File: config.mk
export PLATFORM = sky130hd
export DESIGN_NAME = voice_bank_manager
export DESIGN_NICKNAME = d
export VERILOG_FILES = /design/src/rtl/synth_pkg.sv /design/src/rtl/voice_bank_manager_note_to_inc.sv /design/src/rtl/voice_bank_manager.sv
export SDC_FILE = /design/constraint.sdc
export NUM_CORES = 2
export LEC_CHECK = 0
export CORE_UTILIZATION = 34
export DETAILED_ROUTE_END_ITERATION = 8
export PLACE_DENSITY = 0.45
export SYNTH_ARGS = -nofsm -noshare
export SYNTH_HDL_FRONTEND = slang
export SYNTH_SLANG_ARGS = --single-unit
File: constraint.sdc
create_clock -name clk -period 10.7 [get_ports clk]
set_input_delay 2.14 -clock clk [delete_from_list [all_inputs] [get_ports clk]]
set_output_delay 2.14 -clock clk [all_outputs]
set_load 0.01 [all_outputs]
File: src/rtl/synth_pkg.sv
// Shared constants for the voice bank datapath: sizes, command field positions
// and the top-octave increment table used by the note-to-increment mapping.
package synth_pkg;

    localparam int NUM_BANKS  = 16;
    localparam int IDX_W      = 4;
    localparam int PHASE_W    = 24;
    localparam int OUT_W      = 24;
    localparam int NOTE_W     = 7;
    localparam int CMD_W      = 16;
    localparam int CMD_ON_BIT = 15;
    localparam int NOTE_MSB   = 14;
    localparam int NOTE_LSB   = 8;

    // Increments for notes 120..131 at a 48 kHz per-voice rate; lower octaves shift right.
    function automatic logic [PHASE_W-1:0] base_inc(input logic [3:0] semi);
        logic [PHASE_W-1:0] v;
        case (semi)
            4'd0:    v = 24'd2926232;
            4'd1:    v = 24'd3100235;
            4'd2:    v = 24'd3284585;
            4'd3:    v = 24'd3479896;
            4'd4:    v = 24'd3686822;
            4'd5:    v = 24'd3906052;
            4'd6:    v = 24'd4138318;
            4'd7:    v = 24'd4384395;
            4'd8:    v = 24'd4645104;
            4'd9:    v = 24'd4921317;
            4'd10:   v = 24'd5213953;
            4'd11:   v = 24'd5523991;
            default: v = '0;
        endcase
        return v;
    endfunction

endpackage

File: src/rtl/voice_bank_manager_note_to_inc.sv
// Combinational note -> phase increment: split the note into octave and
// semitone with a compare ladder, look up the top-octave value and shift down.
module note_to_inc
    import synth_pkg::*;
(
    input  logic [NOTE_W-1:0]  i_note,
    output logic [PHASE_W-1:0] o_inc
);

    logic [3:0]        w_oct;
    logic [NOTE_W-1:0] w_oct_base;
    logic [3:0]        w_semi;

    always_comb begin
        w_oct = 4'd0;
        for (int o = 1; o <= 10; o++) begin
            if (i_note >= NOTE_W'(12 * o)) begin
                w_oct = 4'(o);
            end
        end
        w_oct_base = NOTE_W'(w_oct) * NOTE_W'(12);
        w_semi     = 4'(i_note - w_oct_base);
        o_inc      = base_inc(w_semi) >> (4'd10 - w_oct);
    end

endmodule

File: src/rtl/voice_bank_manager.sv
// Polyphonic voice allocator: edge-detected note commands claim or free one of
// the sawtooth banks, and a round-robin scan emits one sample per enabled cycle.
module voice_bank_manager
    import synth_pkg::*;
(
    input  logic                 clk,
    input  logic                 n_rst,
    input  logic                 clk_en,
    input  logic [CMD_W-1:0]     i_data,
    output logic [OUT_W-1:0]     o_signal,
    output logic [IDX_W-1:0]     o_idx,
    output logic                 o_valid,
    output logic [NUM_BANKS-1:0] o_active
);

    logic [CMD_W-1:0]     r_prev_data;
    logic [NOTE_W-1:0]    r_note  [NUM_BANKS];
    logic [PHASE_W-1:0]   r_phase [NUM_BANKS];
    logic [PHASE_W-1:0]   r_inc   [NUM_BANKS];
    logic [NUM_BANKS-1:0] r_active;
    logic [IDX_W-1:0]     r_scan;

    logic                 w_stb;
    logic                 w_on;
    logic [NOTE_W-1:0]    w_note;
    logic [PHASE_W-1:0]   w_new_inc;
    logic                 w_hit;
    logic [IDX_W-1:0]     w_hit_idx;
    logic                 w_free_any;
    logic [IDX_W-1:0]     w_free_idx;

    assign w_stb  = (i_data != '0) && (i_data != r_prev_data);
    assign w_on   = i_data[CMD_ON_BIT];
    assign w_note = i_data[NOTE_MSB:NOTE_LSB];

    note_to_inc u_note_to_inc (
        .i_note (w_note),
        .o_inc  (w_new_inc)
    );

    // Descending sweep so the lowest matching / free index is the one left standing.
    always_comb begin
        w_hit      = 1'b0;
        w_hit_idx  = '0;
        w_free_any = 1'b0;
        w_free_idx = '0;
        for (int b = NUM_BANKS - 1; b >= 0; b--) begin
            if (r_active[b] && (r_note[b] == w_note)) begin
                w_hit     = 1'b1;
                w_hit_idx = IDX_W'(b);
            end
            if (!r_active[b]) begin
                w_free_any = 1'b1;
                w_free_idx = IDX_W'(b);
            end
        end
    end

    always_ff @(posedge clk or negedge n_rst) begin
        if (!n_rst) begin
            r_prev_data <= '0;
            r_active    <= '0;
            r_scan      <= '0;
            o_signal    <= '0;
            o_idx       <= '0;
            o_valid     <= 1'b0;
            for (int b = 0; b < NUM_BANKS; b++) begin
                r_note[b]  <= '0;
                r_phase[b] <= '0;
                r_inc[b]   <= '0;
            end
        end else begin
            r_prev_data <= i_data;
            o_valid     <= clk_en;
            if (clk_en) begin
                o_signal <= r_active[r_scan] ?
                            {~r_phase[r_scan][PHASE_W-1], r_phase[r_scan][PHASE_W-2:0]} : '0;
                o_idx    <= r_scan;
                r_scan   <= r_scan + 1'b1;
                if (r_active[r_scan]) begin
                    r_phase[r_scan] <= r_phase[r_scan] + r_inc[r_scan];
                end
            end
            // Placed after the accumulate so a command on the scanned bank wins.
            if (w_stb) begin
                if (w_on) begin
                    if (w_hit) begin
                        r_phase[w_hit_idx] <= '0;
                    end else if (w_free_any) begin
                        r_note[w_free_idx]   <= w_note;
                        r_phase[w_free_idx]  <= '0;
                        r_inc[w_free_idx]    <= w_new_inc;
                        r_active[w_free_idx] <= 1'b1;
                    end
                end else if (w_hit) begin
                    r_active[w_hit_idx] <= 1'b0;
                    r_phase[w_hit_idx]  <= '0;
                end
            end
        end
    end

    assign o_active = r_active;

endmodule

# [After elaboration in Yosys (flattened, before gate mapping)]
# Memories as Yosys holds them, arrays and structs flattened.
# Index checks and enable logic that the tools add are counted.
[classes] add_sub_neg=4 mul=1 n_lt_le_gt_ge=21 n_eq_ne=18 n_shift=1 n_mux=109 bitwise=12 n_reduce_logical=27
[op_table] operator="$mux 384" n=7
[op_table] operator="$and 384x384->384" n=2
[op_table] operator="$bwmux 384" n=2
[op_table] operator="$not 384->384" n=2
[op_table] operator="$demux 24 s4" n=3
[op_table] operator="$bmux 24 s4" n=2
[op_table] operator="$mux 24" n=8
[op_table] operator="$mux 4" n=35
[op_table] operator="$bwmux 112" n=1
[op_table] operator="$eq 7x7->1" n=16
[op_table] operator="$mux 16" n=4
[op_table] operator="$mux 1" n=36
[op_table] operator="$ge 7x7->1 const B" n=5
[op_table] operator="$demux 7 s4" n=1
[op_table] operator="$add 24x24->24" n=1
[op_table] operator="$shr 24x4->24" n=1
[op_table] operator="$logic_and 1x1->1" n=22
[op_table] operator="$ge 7x6->1 const B" n=3
[op_table] operator="$and 16x16->16" n=1
[op_table] operator="$ne 16x16->1" n=1
[op_table] operator="$not 16->16" n=1
[op_table] operator="$or 16x16->16" n=1
[op_table] operator="$reduce_bool 16->1" n=1
[op_table] operator="$ge 5x5->1 const B" n=3
[op_table] operator="19 further kinds" n=34
[word_totals] ff_bits=945 romBits=368 input_bits=19 out_inout_bits=45 wordCells=248 mem_count=1
[memory_table] memory="(name not given)" words=16 width=23 read_ports=1 rd_clocked_by_memory_dff=0 wr=0 line="synth_pkg.sv:18" text="case (semi)"

# [Longest topological paths before layout]
[logic_depth] ltp_word=28 ltp_mapped=21 mapped_depth_nobuf=15

# [Hierarchy]
# A second synthesis with hierarchy kept.
[unflattened] cells_unflattened=4049 hier_area_um2=47337.9
[modules_own_cells] mod="voice_bank_manager" n_inst=1 cells_per_inst=3747 area_per_inst_um2=45279.7 seq_area_each_um2=23647.7
[modules_own_cells] mod="note_to_inc" n_inst=1 cells_per_inst=302 area_per_inst_um2=2058.2 seq_area_each_um2=0.0

# [Worst setup path before layout]
# No wires, ideal clock.
[synth_path] path_kind="input to register" from="input i_data[12]" to="register r_inc[290] (netlist bit)" setup_ns=0.137 t_arrival_ns=5.872 required_ns=10.563 path_slack_ns=4.691 stages=21 path_cell_list="buf_4 -> buf_6 -> nand2_1 -> and3_1 -> o21a_2 -> nor2_2 -> inv_2 -> buf_2 -> ha_1 -> clkbuf_1 -> buf_2 -> clkbuf_1 -> mux2_2 -> a21oi_1 -> o21ai_0 -> o21ai_0 -> a21oi_1 -> a32o_1 -> a21oi_1 -> buf_2 -> o21ai_0"
[synth_via] elab_chain_len=20 word_cells_on_any_way=79 classes_between="add/sub: 2; mul: 1; order compare: 10; eq/ne: 17; shift: 1; mux: 27; bitwise: 1; reduce/logical: 19; memory: 1"
[synth_lines] element="start: declaration" line="voice_bank_manager.sv:9" text="input logic [CMD_W-1:0] i_data,"
[synth_lines] element="parallel branches: the longest is 20 deep, another holds $ge 7x4->1"
[synth_lines] element="end signal: indexed assignment" line="voice_bank_manager.sv:92" text="r_inc[w_free_idx] <= w_new_inc;"
[synth_lines] element="end: declaration" line="voice_bank_manager.sv:19" text="logic [PHASE_W-1:0] r_inc [NUM_BANKS];"
# Parallel ways; which one is timed is not known.
# A chain may end at the register's enable or synchronous reset.

# [Final worst setup path]
[layout_path] from="input i_data[10]" to="register r_inc[170] (netlist bit)"
# The elaborated chain is that of the path after synthesis.

==> flow_metrics.tcl <==
set metrics [dict create \
    status "complete, no violations" \
    fmax_mhz 131 \
    wirelength_um 155000 \
    cp.arrival_ps 8200 \
    synth_edf_count 0 \
    yosysUniqueCellTypes 97 \
    cts_setup_buffers 0 \
    fin_area_um2 51700 \
    final_nets 4253 \
    syn_inst 4281 \
    setup_viol 0 \
    relSlewSlack_pct 16.9 \
    ys_ff_latch 929 \
    grt_overflow_total 0 \
    cts_sinks 929 \
    p_int_w 0.00985 \
    clk_path_buf_depth 3 \
    drc 0 \
    grt_max_degree 144 \
    die_height_um 370 \
    clk_latency_ps 730 \
    avgSynthCellArea_um2 10.7 \
    clock_skew_ps 29.2 \
    routedWlPerCell_um 25.6 \
    crit_type "in -> reg" \
    yosysWarningCount 0 \
    drt_iter0_drc 3047 \
    start_util_pct 34.4 \
    hold_path_class "reg -> reg" \
    path_clk_slew_ps 60 \
    holdBufCountCts 0 \
    syn-num-nets 4334 \
    finalCritPeriodShare_pct 71.5 \
    grt_antenna_before_repair 1 \
    seq_power_share_pct 33.3 \
    endpoint_kind "flip-flop" \
    cp_max_fo 30 \
    power_frac_comb_pct 45.2 \
    grt_pass1_wl_um 233000 \
    gp_congestion 0.859 \
    rsz0062_at_grt "no" \
    cts-buffers-inserted 105 \
    cts_tree "built" \
    antenna_left 0 \
    dp_hpwl_um 92900 \
    synthFlopType "dfrtp_1" \
    dr_total_vias 32994 \
    fin_tns_setup_ps 0 \
    grt_pass1_vias 33246 \
    power_density_nw_per_um2 328 \
    synth-seq-area-share_pct 50.6 \
    die_x_um 370 \
    slew_viol_final 0 \
    core_area_um2 134000 \
    p_sw_w 0.00711 \
    hold_violations 0 \
    ys_async_sr_fraction_pct 100 \
    r2r_cells 14 \
    min_path_cells 2 \
    switching_share_pct 41.9 \
    drv_cap 0 \
    worstSetupStartpointType "primary input" \
    drive_gt1_share_pct 18.3 \
    die-area_um2 137000 \
    clockPowerShare_pct 21.5 \
    p_leak_nw 22.3 \
    num_rows 134 \
    num_antenna_cells 0 \
    placed_area_um2 48200 \
    min_period_ps 7650 \
    peakVddDrop_v 0.000203 \
    drtPass1Iterations 6 \
    root_buffer "clkbuf_16" \
    grt_use_total_pct 23.0 \
    critPathRequiredTime_ps 11240 \
    post_cts_resized 0 \
    viasPerCell 5.45 \
    htree_levels 3 \
    io_pins 64 \
    netlist_area_um2 46000 \
    fillers 13193 \
    numPortBuffers 63 \
    syn_to_final_growth_pct 12.5 \
    worst_pin_slew_ps 1240 \
]
## placed cells by master (no fill, tap or decap), types with 18 or more instances in the layout
cell             count
o21ai_1             58
dfrtp_1            925
mux4_2             241
nor4_1              19
xnor2_1             87
buf_4              109
nand3_1             56
a21oi_1            366
mux2i_1             22
clkbuf_16          106
o21ai_0            276
inv_1               43
mux2_1              42
nand4_1             40
clkbuf_1            27
clkbuf_8            32
ha_1                33
nand2_1            839
nor2_1             275
nor3_1              27
mux2_2             152
clkdlybuf4s50_1     55
mux2_4              18
xor2_1              62
a211oi_1            74
## registers in the layout, summed over array words and instances, names as in the netlist
register,cells
o_idx,4
r_inc,368
r_phase,384
r_scan,4
o_active,16
o_signal,24
r_prev_data,16
o_valid,1
r_note,112
## metal layers
layer  global-route usage (%)  vias to the layer above  wire length (um)
li1                         -                    14891                 -
met1                     33.4                    17091             72600
met2                     36.4                      845             71900
met3                     3.05                      167              7820
met4                     5.55                        0              2840
met5                        0                        -                 0
## Yosys cell counts (4+ instances only)
cell type  instances  area [um^2]
a211oi_1          74          556
a21o_1             8         60.1
a21oi_1          366         1830
a22oi_1            8         60.1
a31oi_1           16          100
and2_1            14         87.6
and3_1            14         87.6
and4_1             5         43.8
buf_1             28          105
buf_2             67          335
buf_4             12         90.1
buf_6             14          158
clkbuf_1         241          905
dfrtp_1          929        23200
ha_1              33          413
inv_1             43          161
mux2_1            42          473
mux2_2           152         1710
mux2_4            18          270
mux2i_1           22          220
mux4_2           241         5430
nand2_1          853         3200
nand2b_1          13         81.3
nand3_1           58          290
nand4_1           40          250
nor2_1           279         1050
nor2b_1            8         50.1
nor3_1            29          145
nor4_1            19          119
nor4_4             4         85.1
o2111ai_1          4         35.0
o211ai_1          11         82.6
o21a_1            10         75.1
o21ai_0          276         1380
o21ai_1           65          325
o21ai_2            4         35.0
o221ai_1           6         52.6
o31ai_1            9         67.6
xnor2_1           89          780
xor2_1            63          552
## area by class of cell
| type | instances | area (um^2) | area share, % |
|---|---|---|---|
| sequential | 929 | 23300 | 45.0 |
| multi-input combinational | 2940 | 21100 | 40.7 |
| clock buffer | 165 | 3190 | 6.18 |
| tap | 1768 | 2210 | 4.28 |
| timing repair buffer | 178 | 1540 | 2.98 |
| clock inverter | 28 | 263 | 0.508 |
| inverter | 46 | 173 | 0.334 |
## final timing paths
check,startpoint,slack [ps],endpoint
max,i_data[10],3050,r_inc[170]
min reg2reg,r_inc[319],470,r_inc[319]
min in group asynchronous,n_rst,1430,r_note[3]
max reg2reg,r_scan[0],4400,r_phase[142]
min,r_inc[319],470,r_inc[319]
max in group asynchronous,n_rst,7060,r_phase[82]
## stage by stage
| stage | hold slack (ps) | util, % | cells | power (W) | setup slack [ps] |
|---|---|---|---|---|---|
| floorplan | 445 | - | 4281 | 0.0105 | 4690 |
| global route | 501 | 38.6 | 6054 | 0.0180 | 2610 |
| global placement | 456 | 36.1 | 5861 | 0.0133 | 2510 |
| CTS | 478 | 38.6 | 6054 | 0.0171 | 3170 |
| finish | 472 | 38.6 | 6054 | 0.0170 | 3050 |
| detailed placement | 465 | 36.1 | 5861 | 0.0134 | 2440 |
## critical path, stage by stage
cell and delay (ps):
clkdlybuf4s50_1 690, nand2b_1 280, a22oi_1 240, o21ai_1 90, buf_4 220, nor2_2 530, inv_2 280, ha_1 380
buf_4 340, xnor3_1 680, nand2_1 270, a31oi_1 370, mux4_2 330, a221o_1 200, nor2_1 50, a21oi_1 910
o21ai_0 180
## power by group through the flow
stage                     combinational [W]  sequential (W)  clock [W]
after floorplan                     0.00517         0.00535          0
after global placement              0.00765         0.00568          0
after detailed placement            0.00769         0.00569          0
after CTS                           0.00770         0.00564    0.00374
after global routing                0.00828         0.00581    0.00388
final                               0.00766         0.00565    0.00365
## cells by family (layout without fill, tap and decap cells)
| family | Yosys count | count (layout) | share of synthesized area (%) |
|---|---|---|---|
| mux | 476 | 476 | 17.7 |
| xor+xnor | 155 | 155 | 3.03 |
| flops | 929 | 929 | 50.6 |
| simple gates | 1370 | 1370 | 12.6 |
| buf+inv | 412 | 417 | 3.95 |
| compound gates | 905 | 905 | 11.2 |
| fa+ha+maj | 34 | 34 | 0.942 |
No activity file was read; power rests on OpenSTA's default activity.
